### src/rtl/thermocouple_spi_responder_pkg.sv
// Shared definitions for the thermocouple SPI responder:
// frame layout, frame width, counter width and FSM state type.
package thermocouple_spi_responder_pkg;

    localparam int FRAME_BITS    = 32;
    localparam int CNT_W         = 6;

    localparam int TC_MSB        = 31;
    localparam int TC_LSB        = 18;
    localparam int RSV_HI_BIT    = 17;
    localparam int FAULT_ANY_BIT = 16;
    localparam int CJ_MSB        = 15;
    localparam int CJ_LSB        = 4;
    localparam int RSV_LO_BIT    = 3;
    localparam int FAULT_MSB     = 2;
    localparam int FAULT_LSB     = 0;

    typedef enum logic [1:0] {
        ST_IDLE  = 2'd0,
        ST_SHIFT = 2'd1,
        ST_DRAIN = 2'd2
    } state_t;

    function automatic logic [FRAME_BITS-1:0] build_frame(
        input logic [13:0] tc,
        input logic [11:0] cj,
        input logic [2:0]  flt
    );
        logic [FRAME_BITS-1:0] f;
        f                   = '0;
        f[TC_MSB:TC_LSB]    = tc;
        f[RSV_HI_BIT]       = 1'b0;
        f[FAULT_ANY_BIT]    = |flt;
        f[CJ_MSB:CJ_LSB]    = cj;
        f[RSV_LO_BIT]       = 1'b0;
        f[FAULT_MSB:FAULT_LSB] = flt;
        return f;
    endfunction

endpackage

### src/rtl/thermocouple_spi_responder_sync.sv
// Multi-flop synchroniser with rise/fall pulses. Edges are
// suppressed until the chain has been refilled after reset.
module spi_edge_sync #(
    parameter int   STAGES   = 2,
    parameter logic IDLE_VAL = 1'b0
) (
    input  logic clk,
    input  logic rst_n,
    input  logic din,
    output logic sync,
    output logic rise,
    output logic fall
);

    logic [STAGES-1:0] chain;
    logic              hist;
    logic [STAGES:0]   warm;

    // Synchronise the input, keep one history flop and track
    // when the chain holds only post-reset samples.
    always_ff @(posedge clk or negedge rst_n) begin
        if (!rst_n) begin
            chain <= {STAGES{IDLE_VAL}};
            hist  <= IDLE_VAL;
            warm  <= '0;
        end else begin
            chain[0] <= din;
            for (int i = 1; i < STAGES; i++) begin
                chain[i] <= chain[i-1];
            end
            hist <= chain[STAGES-1];
            warm <= {warm[STAGES-1:0], 1'b1};
        end
    end

    assign sync = chain[STAGES-1];
    assign rise = warm[STAGES] & sync & ~hist;
    assign fall = warm[STAGES] & ~sync & hist;

endmodule

### src/rtl/thermocouple_spi_responder.sv
// SPI mode-0 responder that streams a 32-bit thermocouple
// frame snapshot, MSB first, to an external master.
module thermocouple_spi_responder
    import thermocouple_spi_responder_pkg::*;
#(
    parameter int SYNC_STAGES = 2
) (
    input  logic        clk,
    input  logic        rst_n,
    input  logic [13:0] tc_temp,
    input  logic [11:0] junction_temp,
    input  logic [2:0]  fault_in,
    input  logic        spi_cs_n,
    input  logic        spi_sck,
    output logic        spi_miso,
    output logic        miso_oe,
    output logic        busy,
    output logic        frame_done
);

    logic cs_sync;
    logic cs_rise;
    logic cs_fall;
    logic sck_level_unused;
    logic sck_rise;
    logic sck_fall;

    state_t                state;
    logic [FRAME_BITS-1:0] shreg;
    logic [CNT_W-1:0]      cnt;

    spi_edge_sync #(
        .STAGES   (SYNC_STAGES),
        .IDLE_VAL (1'b1)
    ) u_cs_sync (
        .clk   (clk),
        .rst_n (rst_n),
        .din   (spi_cs_n),
        .sync  (cs_sync),
        .rise  (cs_rise),
        .fall  (cs_fall)
    );

    spi_edge_sync #(
        .STAGES   (SYNC_STAGES),
        .IDLE_VAL (1'b0)
    ) u_sck_sync (
        .clk   (clk),
        .rst_n (rst_n),
        .din   (spi_sck),
        .sync  (sck_level_unused),
        .rise  (sck_rise),
        .fall  (sck_fall)
    );

    // Frame FSM: snapshot on select, shift on sck falls, count
    // master samples on sck rises, park in DRAIN after 32 bits.
    always_ff @(posedge clk or negedge rst_n) begin
        if (!rst_n) begin
            state      <= ST_IDLE;
            shreg      <= '0;
            cnt        <= '0;
            busy       <= 1'b0;
            frame_done <= 1'b0;
        end else begin
            frame_done <= 1'b0;
            unique case (state)
                ST_IDLE: begin
                    if (cs_fall) begin
                        shreg <= build_frame(tc_temp,
                                             junction_temp,
                                             fault_in);
                        cnt   <= '0;
                        busy  <= 1'b1;
                        state <= ST_SHIFT;
                    end
                end
                ST_SHIFT: begin
                    if (sck_rise &&
                        cnt == CNT_W'(FRAME_BITS - 1)) begin
                        frame_done <= 1'b1;
                        cnt        <= cnt + 1'b1;
                        shreg      <= '0;
                        if (cs_rise) begin
                            busy  <= 1'b0;
                            state <= ST_IDLE;
                        end else begin
                            state <= ST_DRAIN;
                        end
                    end else if (cs_rise) begin
                        shreg <= '0;
                        busy  <= 1'b0;
                        state <= ST_IDLE;
                    end else begin
                        if (sck_rise) begin
                            cnt <= cnt + 1'b1;
                        end
                        if (sck_fall) begin
                            shreg <= {shreg[FRAME_BITS-2:0], 1'b0};
                        end
                    end
                end
                ST_DRAIN: begin
                    if (cs_rise) begin
                        shreg <= '0;
                        busy  <= 1'b0;
                        state <= ST_IDLE;
                    end
                end
                default: begin
                    shreg <= '0;
                    busy  <= 1'b0;
                    state <= ST_IDLE;
                end
            endcase
        end
    end

    assign spi_miso = shreg[FRAME_BITS-1];
    assign miso_oe  = ~cs_sync;

endmodule

### config.mk
export PLATFORM = sky130hd
export DESIGN_NAME = thermocouple_spi_responder
export DESIGN_NICKNAME = d
export VERILOG_FILES = /design/src/rtl/thermocouple_spi_responder_pkg.sv /design/src/rtl/thermocouple_spi_responder_sync.sv /design/src/rtl/thermocouple_spi_responder.sv
export SDC_FILE = /design/constraint.sdc
export NUM_CORES = 1
export LEC_CHECK = 0
export BUFFER_PORTS_ARGS = -buffer_cell sky130_fd_sc_hd__buf_2
export CAP_MARGIN = 20
export CORE_ASPECT_RATIO = 0.75
export CORE_MARGIN = 4
export CORE_UTILIZATION = 35
export CTS_CLUSTER_DIAMETER = 30
export DETAILED_ROUTE_END_ITERATION = 7
export PLACE_DENSITY_LB_ADDON = 0.08
export SKIP_CTS_REPAIR_TIMING = 1
export SYNTH_ARGS = -nofsm -noshare
export SYNTH_HDL_FRONTEND = slang
export SYNTH_SLANG_ARGS = --single-unit
export TNS_END_PERCENT = 100
### constraint.sdc
create_clock -name clk -period 3.25 [get_ports clk]
set_input_delay 0 -clock clk [delete_from_list [all_inputs] [get_ports clk]]
set_output_delay 0 -clock clk [all_outputs]
set_load 0.005 [all_outputs]
==> results of run 1 <==
-- synth_stat cells --
master      n  area share [%]
a21oi_1     3            0.64
a22o_1      5             1.9
a22oi_1    28             8.9
a31oi_1     1            0.27
a41o_1      1            0.42
and2_1      2            0.53
and3_4      1            0.48
buf_2       2            0.42
buf_6       1            0.48
clkbuf_1   11             1.8
conb_1      1            0.16
dfrtp_1    48              51
dfstp_2     3             3.3
ha_1        5             2.7
inv_1       7             1.1
mux2_1      1            0.48
nand2_1    41             6.5
nand2b_1    2            0.53
nand3_1     6             1.3
nand3b_1    6             1.9
nand4b_1    1            0.37
nor2_1      4            0.64
nor2b_1     2            0.53
nor3_1      1            0.21
nor3b_1     1            0.32
nor4_2      1            0.53
o2111ai_1   1            0.37
o211ai_1    4             1.3
o21ai_0     6             1.3
o21ai_1    29             6.2
o22ai_1     1            0.27
o2bb2ai_1   2            0.74
o311ai_0    1            0.37
o311ai_1    2            0.74
o31a_1      1            0.37
o32ai_1     1            0.37
or4_1       1            0.32
or4b_1      1            0.42
-- flip-flops by register name, summed over array words and instances (netlist names) --
name and count:
cnt 6, u_cs_sync.hist 1, state 2, u_sck_sync.chain 2, u_cs_sync.chain 2, busy 1
u_cs_sync.warm 1, frame_done 1, shreg 32, u_sck_sync.warm 2, u_sck_sync.hist 1
-- layout make-up --
type	instances	area [µm²]
fillers	620	3500
flip-flops and latches	51	1280
multi-input cells	163	1000
repair buffers	58	400
well taps	81	101
clock buffers	7	96.3
inverters	7	26.3
clock inverters	1	7.51
-- cells by family after synthesis --
kind of cell	count (synthesis)	share of synthesized area, %
AO/OA/AOI/OAI	86	24.0
adder cells (fa/ha/maj)	5	2.65
buffers and inverters	21	3.77
flip-flops	51	54.3
multiplexers	1	0.478
other	1	0.159
AND/OR/NAND/NOR	70	14.6
-- through the flow --
stage	cells	instance area, µm²
after floorplan	235	2360
after global placement	343	2640
after detailed placement	343	2640
after CTS	351	2740
after global routing	368	2910
final	368	2910
-- worst min path at each step --
stage / slack, ps / endpoint / startpoint / cells past startpoint
floorplan: -300 / busy$_DFFE_PN0P_ / rst_n / 0
global placement: 80 / cnt[3]$_DFFE_PN0P_ / rst_n / 1
detailed placement: 80 / cnt[3]$_DFFE_PN0P_ / rst_n / 1
CTS: -250 / cnt[3]$_DFFE_PN0P_ / rst_n / 1
global route: 5 / shreg[19]$_DFFE_PN0P_ / tc_temp[1] / 3
finish: -4 / shreg[24]$_DFFE_PN0P_ / tc_temp[6] / 3
-- tightest hold or removal path, delay by kind of cell --
| family | cells | cell delay [ps] |
|---|---|---|
| buffers and inverters | 1 | 70 |
| AO/OA/AOI/OAI | 2 | 180 |
-- routing by layer --
| layer | vias to the layer above | global-route usage [%] | part of all wire (%) |
|---|---|---|---|
| met3 | 2 | 3.86 | 5.5 |
| met5 | - | 0 | 0 |
| met1 | 872 | 22.7 | 57 |
| met2 | 41 | 15.9 | 37 |
| met4 | 0 | 2.72 | 0.36 |
| li1 | 956 | - | - |
-- power groups by stage --
| stage | clock network (µW) | logic [µW] | registers [µW] |
|---|---|---|---|
| 2_1_floorplan | 0 | 623 | 953 |
| 3_3_place_gp | 0 | 830 | 990 |
| 3_5_place_dp | 0 | 834 | 988 |
| 4_1_cts | 417 | 835 | 978 |
| 5_1_grt | 446 | 954 | 1000 |
| 6_report | 404 | 844 | 977 |
==> out/metrics.cfg, run 1 <==
[placement]
gp_congestion = 0.775
dpl.hpwl_um = 3610
post-place-ws_ps = 957
port_buffers = 36

[yosys]
synth_nets = 273
ys_warn_count = 0
netlist_area_um2 = 2360
yosysUniqueCellTypes = 38
ys_ff_latch = 51
syn_inst = 235
yosysSeqAreaShare_pct = 54.3
syn_avg_cell_area_um2 = 10.0

[setup_path]
crit_arrival_ps = 2520
cp_slowest_cell = o22ai_4
cp_top_family = compound AO/OA/AOI/OAI gates
critPathRequiredTime_ps = 3480
start_kind = flip-flop
cp_num_buf_inv = 3
critPathMaxFanout = 37
crit_path_start = state[1]$_DFFE_PN0P_
reg2reg_depth = 9
crit_cells = 9
crit_path_end_kind = flip-flop
critPathKind = reg -> reg
rrSetupSlack_ps = 960
endpoint = shreg[24]$_DFFE_PN0P_
crit_chain = inv_1 -> ha_1 -> buf_4 -> nor3_1 -> a41o_1 -> o22ai_4 -> buf_12 -> nand2_1 -> o21ai_1
r2r-end = shreg[24]$_DFFE_PN0P_
worstReg2RegStart = state[1]$_DFFE_PN0P_
worst_path_largest_cell_delay_ps = 520

[status]
violations = hold timing
status = finished with violations

[power]
power_density_nw_per_um2 = 764
internal_power_uw = 1390
power.total_uw = 2230
swShare_pct = 37.5
p_clk_share_pct = 18.1
leakagePower_uw = 0.00129
p_seq_share_pct = 43.9
comb_power_share_pct = 37.9
ir_drop_mv = 0.312
p_sw_uw = 834

[timing]
timing.final.ws_setup_ps = 961
min_period_ps = 2290
fin_skew_ps = 5.48
slew_viol_final = 0
fmax_ghz = 0.437
worstMarginPinSlew_ps = 840
hold_violations = 3
rsz0062_at_grt = false
tns_ps = 0
setup_violations = 0
max-slew-margin-rel_pct = 43.4
min_period_over_period_pct = 70.4
hold_slack_ps = -4.05

[floorplanning]
std_cell_rows = 25
dieArea_um2 = 8130
fp.dieH_um = 79.1
die_w_um = 103
core_um2 = 6410
io_pins = 37
start_util_pct = 36.8

[detailed_routing]
vias = 1871
finalWirelength_um = 5270
routedWlPerCell_um = 14.3
route.detailed.drc = 0
drt_pass1_iterations = 4
ant_nets = 0
drtIter0Drc = 130
post_drt_via_cell_ratio = 5.08

[clocking]
cts.path.max_buffers = 2
cts_tree = yes
h-tree-depth = 2
root_buffer = clkbuf_8
clock_latency_ps = 300
cts_sinks = 51
path_clk_slew_ps = 90
cts_made_buffers = 5

[cells_and_area]
layout_commonest_cell = dfrtp_1
drive_above_1_share_pct = 19.2
layout_common_cells = 48 x dfrtp_1, 41 x nand2_1, 36 x buf_2
final_nets = 324
diodes = 0
area_delta_synth_final_pct = 23.6
final_core_util_pct = 45.4

[global_route]
gr-usage-all-layers_pct = 13.3
grt_max_degree = 38
grt_overflow = 0
grt_pass1_wl_um = 8540
antenna_found_initial = 0
grt_pass1_vias = 1671

[run]
cap_violations = 0

[worst_hold_path]
hold_path.class = in -> reg

Note: power is estimated with default switching activity, not from simulation.
==> run 2, diff against run 1 <==
- ABC_AREA: not set -> 1
- clock period: 3.25 -> 2.3 ns (I/O delays scaled with it)
==> run 2 against run 1 <==
Net effect:
- the flow still finishes with violations (hold timing)
- register-to-register slack lost 450 ps
- clock-buffer cell count fell by 1
- die area grew 8.7%
- core utilization down 2.1 points
- worst hold slack got worse by 13 ps
- design area grew 4.1%
- non-clock buffer count shrank 7
- critical path depth unchanged
- first-iteration DRC count shrank 24%
- sequential power rose by 40%
- total power increased by 50%
- critical endpoint is now shreg[0]$_DFFE_PN0P_
- largest power group unchanged
- highest routed layer unchanged
==> out/metrics.cfg, run 2 <==
[power]
comb_power_share_pct = 39.3  ; +1.4 points
p_seq_share_pct = 41.0  ; -2.9 points
internal_power_uw = 2040  ; +46%
swShare_pct = 39.0  ; +1.5 points
leakagePower_uw = 0.00162  ; +26%
p_clk_share_pct = 19.7  ; +1.6 points
ir_drop_mv = 0.318  ; +1.8%
p_sw_uw = 1300  ; +56%
power_density_nw_per_um2 = 1100  ; +44%

[yosys]
ys_ff_latch = 51  ; unchanged
synth_top_area_share_pct = 46.5  ; -4.4 points
syn_inst = 338  ; +44%
synth_edf_count = 0  ; unchanged
ys.flop_type = dfrtp_1
synth-compound-area-share_pct = 4.22  ; -20 points
yosysTopAreaCell = dfrtp_1
ys_warn_count = 0  ; unchanged
yosys.area_share.simple_pct = 37.3  ; +23 points
synthArstFlopShare_pct = 100  ; unchanged
yosysUniqueCellTypes = 26  ; -32%
syn_avg_cell_area_um2 = 7.64  ; -24%
netlist_area_um2 = 2580  ; +9.6%
yosysSeqAreaShare_pct = 49.6  ; -4.7 points
synth_top_family_by_area = simple AND/OR/NAND/NOR gates
synth_nets = 376  ; +38%
yosys.area_share.adder_pct = 2.42  ; -0.23 points
ys_top_cells_by_count = 176 x nand2_1, 48 x dfrtp_1, 25 x nand4_1, 13 x inv_1, 9 x o21ai_0
yosysMostFrequentCell = nand2_1
muxShareOfSynthArea_pct = 0  ; -0.48 points
synthTopCellsByArea = dfrtp_1 47%, nand2_1 26%, nand4_1 6.1%
synth_xor_area_share_pct = 0.339  ; +0.34 points

[clocking]
cts.path.max_buffers = 2  ; unchanged
cts_tree = yes
cts_sinks = 51  ; unchanged
clock_latency_ps = 300  ; about the same
h-tree-depth = 2  ; unchanged
path_clk_slew_ps = 100  ; about the same
root_buffer = clkbuf_8
cts_made_buffers = 5  ; unchanged

[placement]
port_buffers = 36  ; unchanged
dpl.hpwl_um = 3910  ; +8.3%
placed_cells = 463  ; +35%
post-place-ws_ps = 499  ; -458 ps
gp_congestion = 0.743  ; -4.2%

[cells_and_area]
drive_above_1_share_pct = 17.5  ; -1.7 points
largest_registers = shreg: 32 flops, cnt: 6 flops
diodes = 0  ; unchanged
layout_common_cells = 176 x nand2_1, 48 x dfrtp_1, 36 x buf_2
final_core_util_pct = 43.4  ; -2.1 points
regMostFlops = shreg
area_delta_synth_final_pct = 17.5
largest_reg_flops = 32  ; unchanged
layout_commonest_cell = nand2_1
final_nets = 414  ; +28%
stdcell_count = 475  ; +29%

[timing]
tns_ps = 0  ; unchanged
timing.final.ws_setup_ps = 510  ; -450 ps
hold_slack_ps = -17.2  ; -13.2 ps
setup_violations = 0  ; unchanged
slew_viol_final = 0  ; unchanged
hold_violations = 12  ; +9
min_period_ps = 1790  ; -500 ps
min_period_over_period_pct = 77.8  ; +7.4 points
fmax_ghz = 0.559  ; +28%
rsz0062_at_grt = false
fin_skew_ps = 5.98  ; +0.502 ps

[floorplanning]
start_util_pct = 36.9  ; +0.16 points
io_pins = 37  ; unchanged
core_um2 = 6990  ; +9.1%
dieArea_um2 = 8830  ; +8.7%
std_cell_rows = 26  ; +4.0%
die_w_um = 107  ; +4.3%
fp.dieH_um = 82.4  ; +4.2%

[run]
cap_violations = 0  ; unchanged

[setup_path]
critPathRequiredTime_ps = 2490  ; -990 ps
crit_path_end_kind = flip-flop
start_kind = flip-flop
critPathKind = reg -> reg
critPathMaxFanout = 13  ; -65%
crit_arrival_ps = 1980  ; -540 ps

[status]
status = finished with violations
violations = hold timing

[detailed_routing]
drtIter0Drc = 99  ; -24%
route.detailed.drc = 0  ; unchanged
drt_pass1_iterations = 5  ; +1
post_drt_via_cell_ratio = 4.59  ; -9.6%
vias = 2182  ; +17%
finalWirelength_um = 5820  ; +10%
ant_nets = 0  ; unchanged
routedWlPerCell_um = 12.3  ; -14%

[global_route]
gr-usage-all-layers_pct = 14.4  ; +1.1 points
grt_overflow = 0  ; unchanged
grt_max_degree = 30  ; -21%
antenna_found_initial = 0  ; unchanged
grt_pass1_wl_um = 10100  ; +19%
grt_pass1_vias = 2138  ; +28%

[worst_hold_path]
hold_path.class = in -> reg

==> run 2: cell types whose count changed after synthesis, sizes merged, moves of 5 or more <==
| cell | previous run | this run |
|---|---|---|
| nand2 | 41 | 176 |
| nor2 | 4 | 9 |
| a22oi | 28 | 0 |
| buf | 3 | 13 |
| inv | 7 | 14 |
| a22o | 5 | 0 |
| o21ai | 35 | 16 |
| nand4 | 0 | 25 |
==> run 2: kinds of logic after synthesis <==
family	after synthesis
buffers and inverters	34
other	1
xor gates and xnor gates	1
adders and majority gates	5
and+or+nand+nor	225
DFF	51
AOI/OAI and AO/OA	21
==> run 2: final cells by class <==
cell class | count | area, µm²
fillers | 730 | 3960
flip-flops and latches | 51 | 1280
multi-input cells | 253 | 1150
repair buffers | 51 | 315
well taps | 98 | 123
clock buffers | 6 | 82.6
inverters | 14 | 52.6
clock inverters | 2 | 35.0
==> run 2: final timing paths <==
path                                               from                           to  slack, ps  cells past startpoint
min in group asynchronous                         rst_n           cnt[3]$_DFFE_PN0P_        110                      2
max in group asynchronous                         rst_n     u_cs_sync.hist$_DFF_PN1_       1540                      3
max reg2reg                          cnt[0]$_DFFE_PN0P_         shreg[0]$_DFFE_PN0P_        510                      9
min                                         tc_temp[10]        shreg[28]$_DFFE_PN0P_        -20                      5
max                                  cnt[0]$_DFFE_PN0P_         shreg[0]$_DFFE_PN0P_        510                      9
min reg2reg                u_sck_sync.warm[1]$_DFF_PN0_  u_cs_sync.warm[2]$_DFF_PN0_        360                      0
==> run 2: metal layers <==
layer	GRT usage (%)	routed length, µm	vias to the layer above
met5	0	0	-
met4	3.83	34	0
met3	3.03	307	2
met2	22.3	2380	59
met1	20.7	3100	970
li1	-	-	1151
==> run 2: power by group through the flow <==
stage               Combinational (µW)  Clock, µW  Sequential [µW]
CTS                               1330        678             1370
detailed placement                1330          0             1380
global route                      1560        711             1400
floorplan                         1010          0             1350
finish                            1310        657             1370
global placement                  1330          0             1390
==> run 2: through the flow <==
stage / instance area [µm²] / power (µW)
after global placement: 2880 / 2720
after global routing: 3030 / 3670
after floorplan: 2580 / 2350
final: 3030 / 3340
after CTS: 2990 / 3380
after detailed placement: 2880 / 2710
==> run 2: worst max-delay path, cell delays in order, from the launching register on <==
cell and delay [ps]:
dfrtp_1 420, ha_1 210, nand3_1 130, nor2_1 130, nand2_1 130, nand3_2 100, nand3_2 180, buf_4 250
nand2_1 60, o21ai_0 70
==> run 3, diff against run 2 <==
- clock period: 2.3 -> 1.5 ns (I/O delays scaled with it)
==> run 3 against run 2 <==
Net effect:
- the run ends with hold timing, setup timing left
- cell count grew 4.8%
- design area is 13% higher
- maximum frequency grew 15%
- wire length rose by 14%
- sequential cell count unchanged
- worst hold slack got worse by 1.3 ps
- clock power up 48%
- register-to-register slack worse by 570 ps
- core utilization up 5.8 points
- global-route usage is 0.38 points higher
==> out/metrics.cfg, run 3 (synthesis results as in run 2) <==
[status]
status = finished with violations
violations = hold timing, setup timing

[setup_path]
critPathKind = reg -> reg
crit_arrival_ps = 1760  ; -220 ps
start_kind = flip-flop
critPathRequiredTime_ps = 1700  ; -790 ps
crit_path_end_kind = flip-flop
critPathMaxFanout = 18  ; +5

[worst_hold_path]
hold_path.class = in -> reg

[floorplanning]
core_um2 = 6990  ; unchanged
std_cell_rows = 26  ; unchanged
start_util_pct = 36.9  ; unchanged
fp.dieH_um = 82.4  ; unchanged
dieArea_um2 = 8830  ; unchanged
io_pins = 37  ; unchanged
die_w_um = 107  ; unchanged

[placement]
placed_area_um2 = 3060  ; +6.3%
port_buffers = 36  ; unchanged
gp_congestion = 0.774  ; +4.2%
placed_cells = 477  ; +3.0%
dpl.hpwl_um = 3960  ; +1.5%

[cells_and_area]
filler_cell_count = 705  ; -3.4%
largest_registers = shreg: 32 flops, cnt: 6 flops
largest_reg_flops = 32  ; unchanged
diodes = 0  ; unchanged
layout_common_cells = 163 x nand2_1, 48 x dfrtp_1, 36 x buf_2
design_area_um2 = 3440  ; +13%
final_core_util_pct = 49.2  ; +5.8 points
regMostFlops = shreg
stdcell_count = 498  ; +4.8%
area_delta_synth_final_pct = 33.1
drive_above_1_share_pct = 26.0  ; +8.5 points
final_nets = 437  ; +5.6%
layout_commonest_cell = nand2_1

[timing]
hold_violations = 9  ; -3
hold_slack_ps = -18.5  ; -1.26 ps
min_period_ps = 1560  ; -233 ps
fmax_ghz = 0.643  ; +15%
tns_ps = -1140  ; -1140 ps
min_period_over_period_pct = 104  ; +26 points
fin_skew_ps = 5.36  ; -0.625 ps
timing.final.ws_setup_ps = -56.1  ; -567 ps
setup_violations = 32  ; +32
rsz0062_at_grt = true
slew_viol_final = 0  ; unchanged

[clocking]
cts_sinks = 51  ; unchanged
cts.path.max_buffers = 2  ; unchanged
clock_latency_ps = 300  ; about the same
root_buffer = clkbuf_8
h-tree-depth = 2  ; unchanged
cts_made_buffers = 5  ; unchanged
path_clk_slew_ps = 90  ; about the same
cts_tree = yes

[power]
leakagePower_uw = 0.00180  ; +11%
ir_drop_mv = 0.618  ; +94%
power_density_nw_per_um2 = 1680  ; +52%

[detailed_routing]
post_drt_via_cell_ratio = 4.67  ; +1.8%
route.detailed.drc = 0  ; unchanged
vias = 2328  ; +6.7%
drt_pass1_iterations = 4  ; -1
drtIter0Drc = 98  ; -1.0%
finalWirelength_um = 6620  ; +14%
ant_nets = 0  ; unchanged
routedWlPerCell_um = 13.3  ; +8.5%

[global_route]
gr-usage-all-layers_pct = 14.8  ; +0.38 points
grt_pass1_vias = 2199  ; +2.9%
grt_overflow = 0  ; unchanged
grt_pass1_wl_um = 10400  ; +2.4%
grt_max_degree = 36  ; +20%
antenna_found_initial = 0  ; unchanged

[run]
cap_violations = 0  ; unchanged

-- run 3: cell types whose count changed in the layout (fill, tap and decap cells not counted), sizes merged --
cell         previous run  this run
clkinv                  1         2
nand2                 176       177
buf                    47        63
clkbuf                  6         7
dlygate4sd3             4         8
-- run 3: path summary, 6_finish.rpt --
| kind | endpoint | cells past startpoint | slack [ps] | startpoint |
|---|---|---|---|---|
| worst max register to register | shreg[12]$_DFFE_PN0P_ | 9 | -60 | cnt[1]$_DFFE_PN0P_ |
| min in group asynchronous | u_sck_sync.chain[1]$_DFF_PN0_ | 2 | 160 | rst_n |
| worst min-delay path | shreg[14]$_DFFE_PN0P_ | 5 | -20 | junction_temp[10] |
| worst min register to register | u_sck_sync.warm[1]$_DFF_PN0_ | 0 | 360 | u_sck_sync.warm[0]$_DFF_PN0_ |
| worst max-delay path | shreg[12]$_DFFE_PN0P_ | 9 | -60 | cnt[1]$_DFFE_PN0P_ |
| max in group asynchronous | shreg[3]$_DFFE_PN0P_ | 3 | 800 | rst_n |
-- run 3: metal layers --
metal,global-route usage [%],vias up,wire length (µm)
met2,23.2,49,2840
li1,-,1203,-
met5,0,-,0
met1,21.0,1071,3390
met4,3.07,0,37
met3,3.65,5,357
-- run 3: critical path: stages (launching register included) --
cell     delay [ps]
dfrtp_1         360
ha_2            210
nand3_2          90
nor2_2          140
nand2_2         110
nand3_4         100
nand3_4         130
buf_12          190
nand2_1          70
nand2_1          50
-- run 3: report_power, final --
group / internal [µW] / total (µW) / switching, µW
combinational: 1140 / 2670 / 1530
sequential: 1850 / 2120 / 271
clock: 498 / 970 / 472
total: 3490 / 5760 / 2270
-- run 3: through the flow --
| step | setup WS, ps | hold slack, ps | power, µW |
|---|---|---|---|
| floorplan | 15.5 | -296 | 3610 |
| global placement | -58.7 | -27.2 | 4380 |
| detailed placement | -119 | -31.2 | 4400 |
| CTS | -140 | -368 | 5410 |
| global route | -192 | 8.23 | 6280 |
| finish | -56.1 | -18.5 | 5760 |
-- run 3: layout make-up --
class,instances,area (µm²),area share [%]
flip-flops and latches,51,1280,37.2
clock buffers,5,68.8,2.00
clock inverters,3,43.8,1.27
repair buffers,73,623,18.1
well taps,98,123,3.57
inverters,14,52.6,1.53
multi-input cells,254,1250,36.3
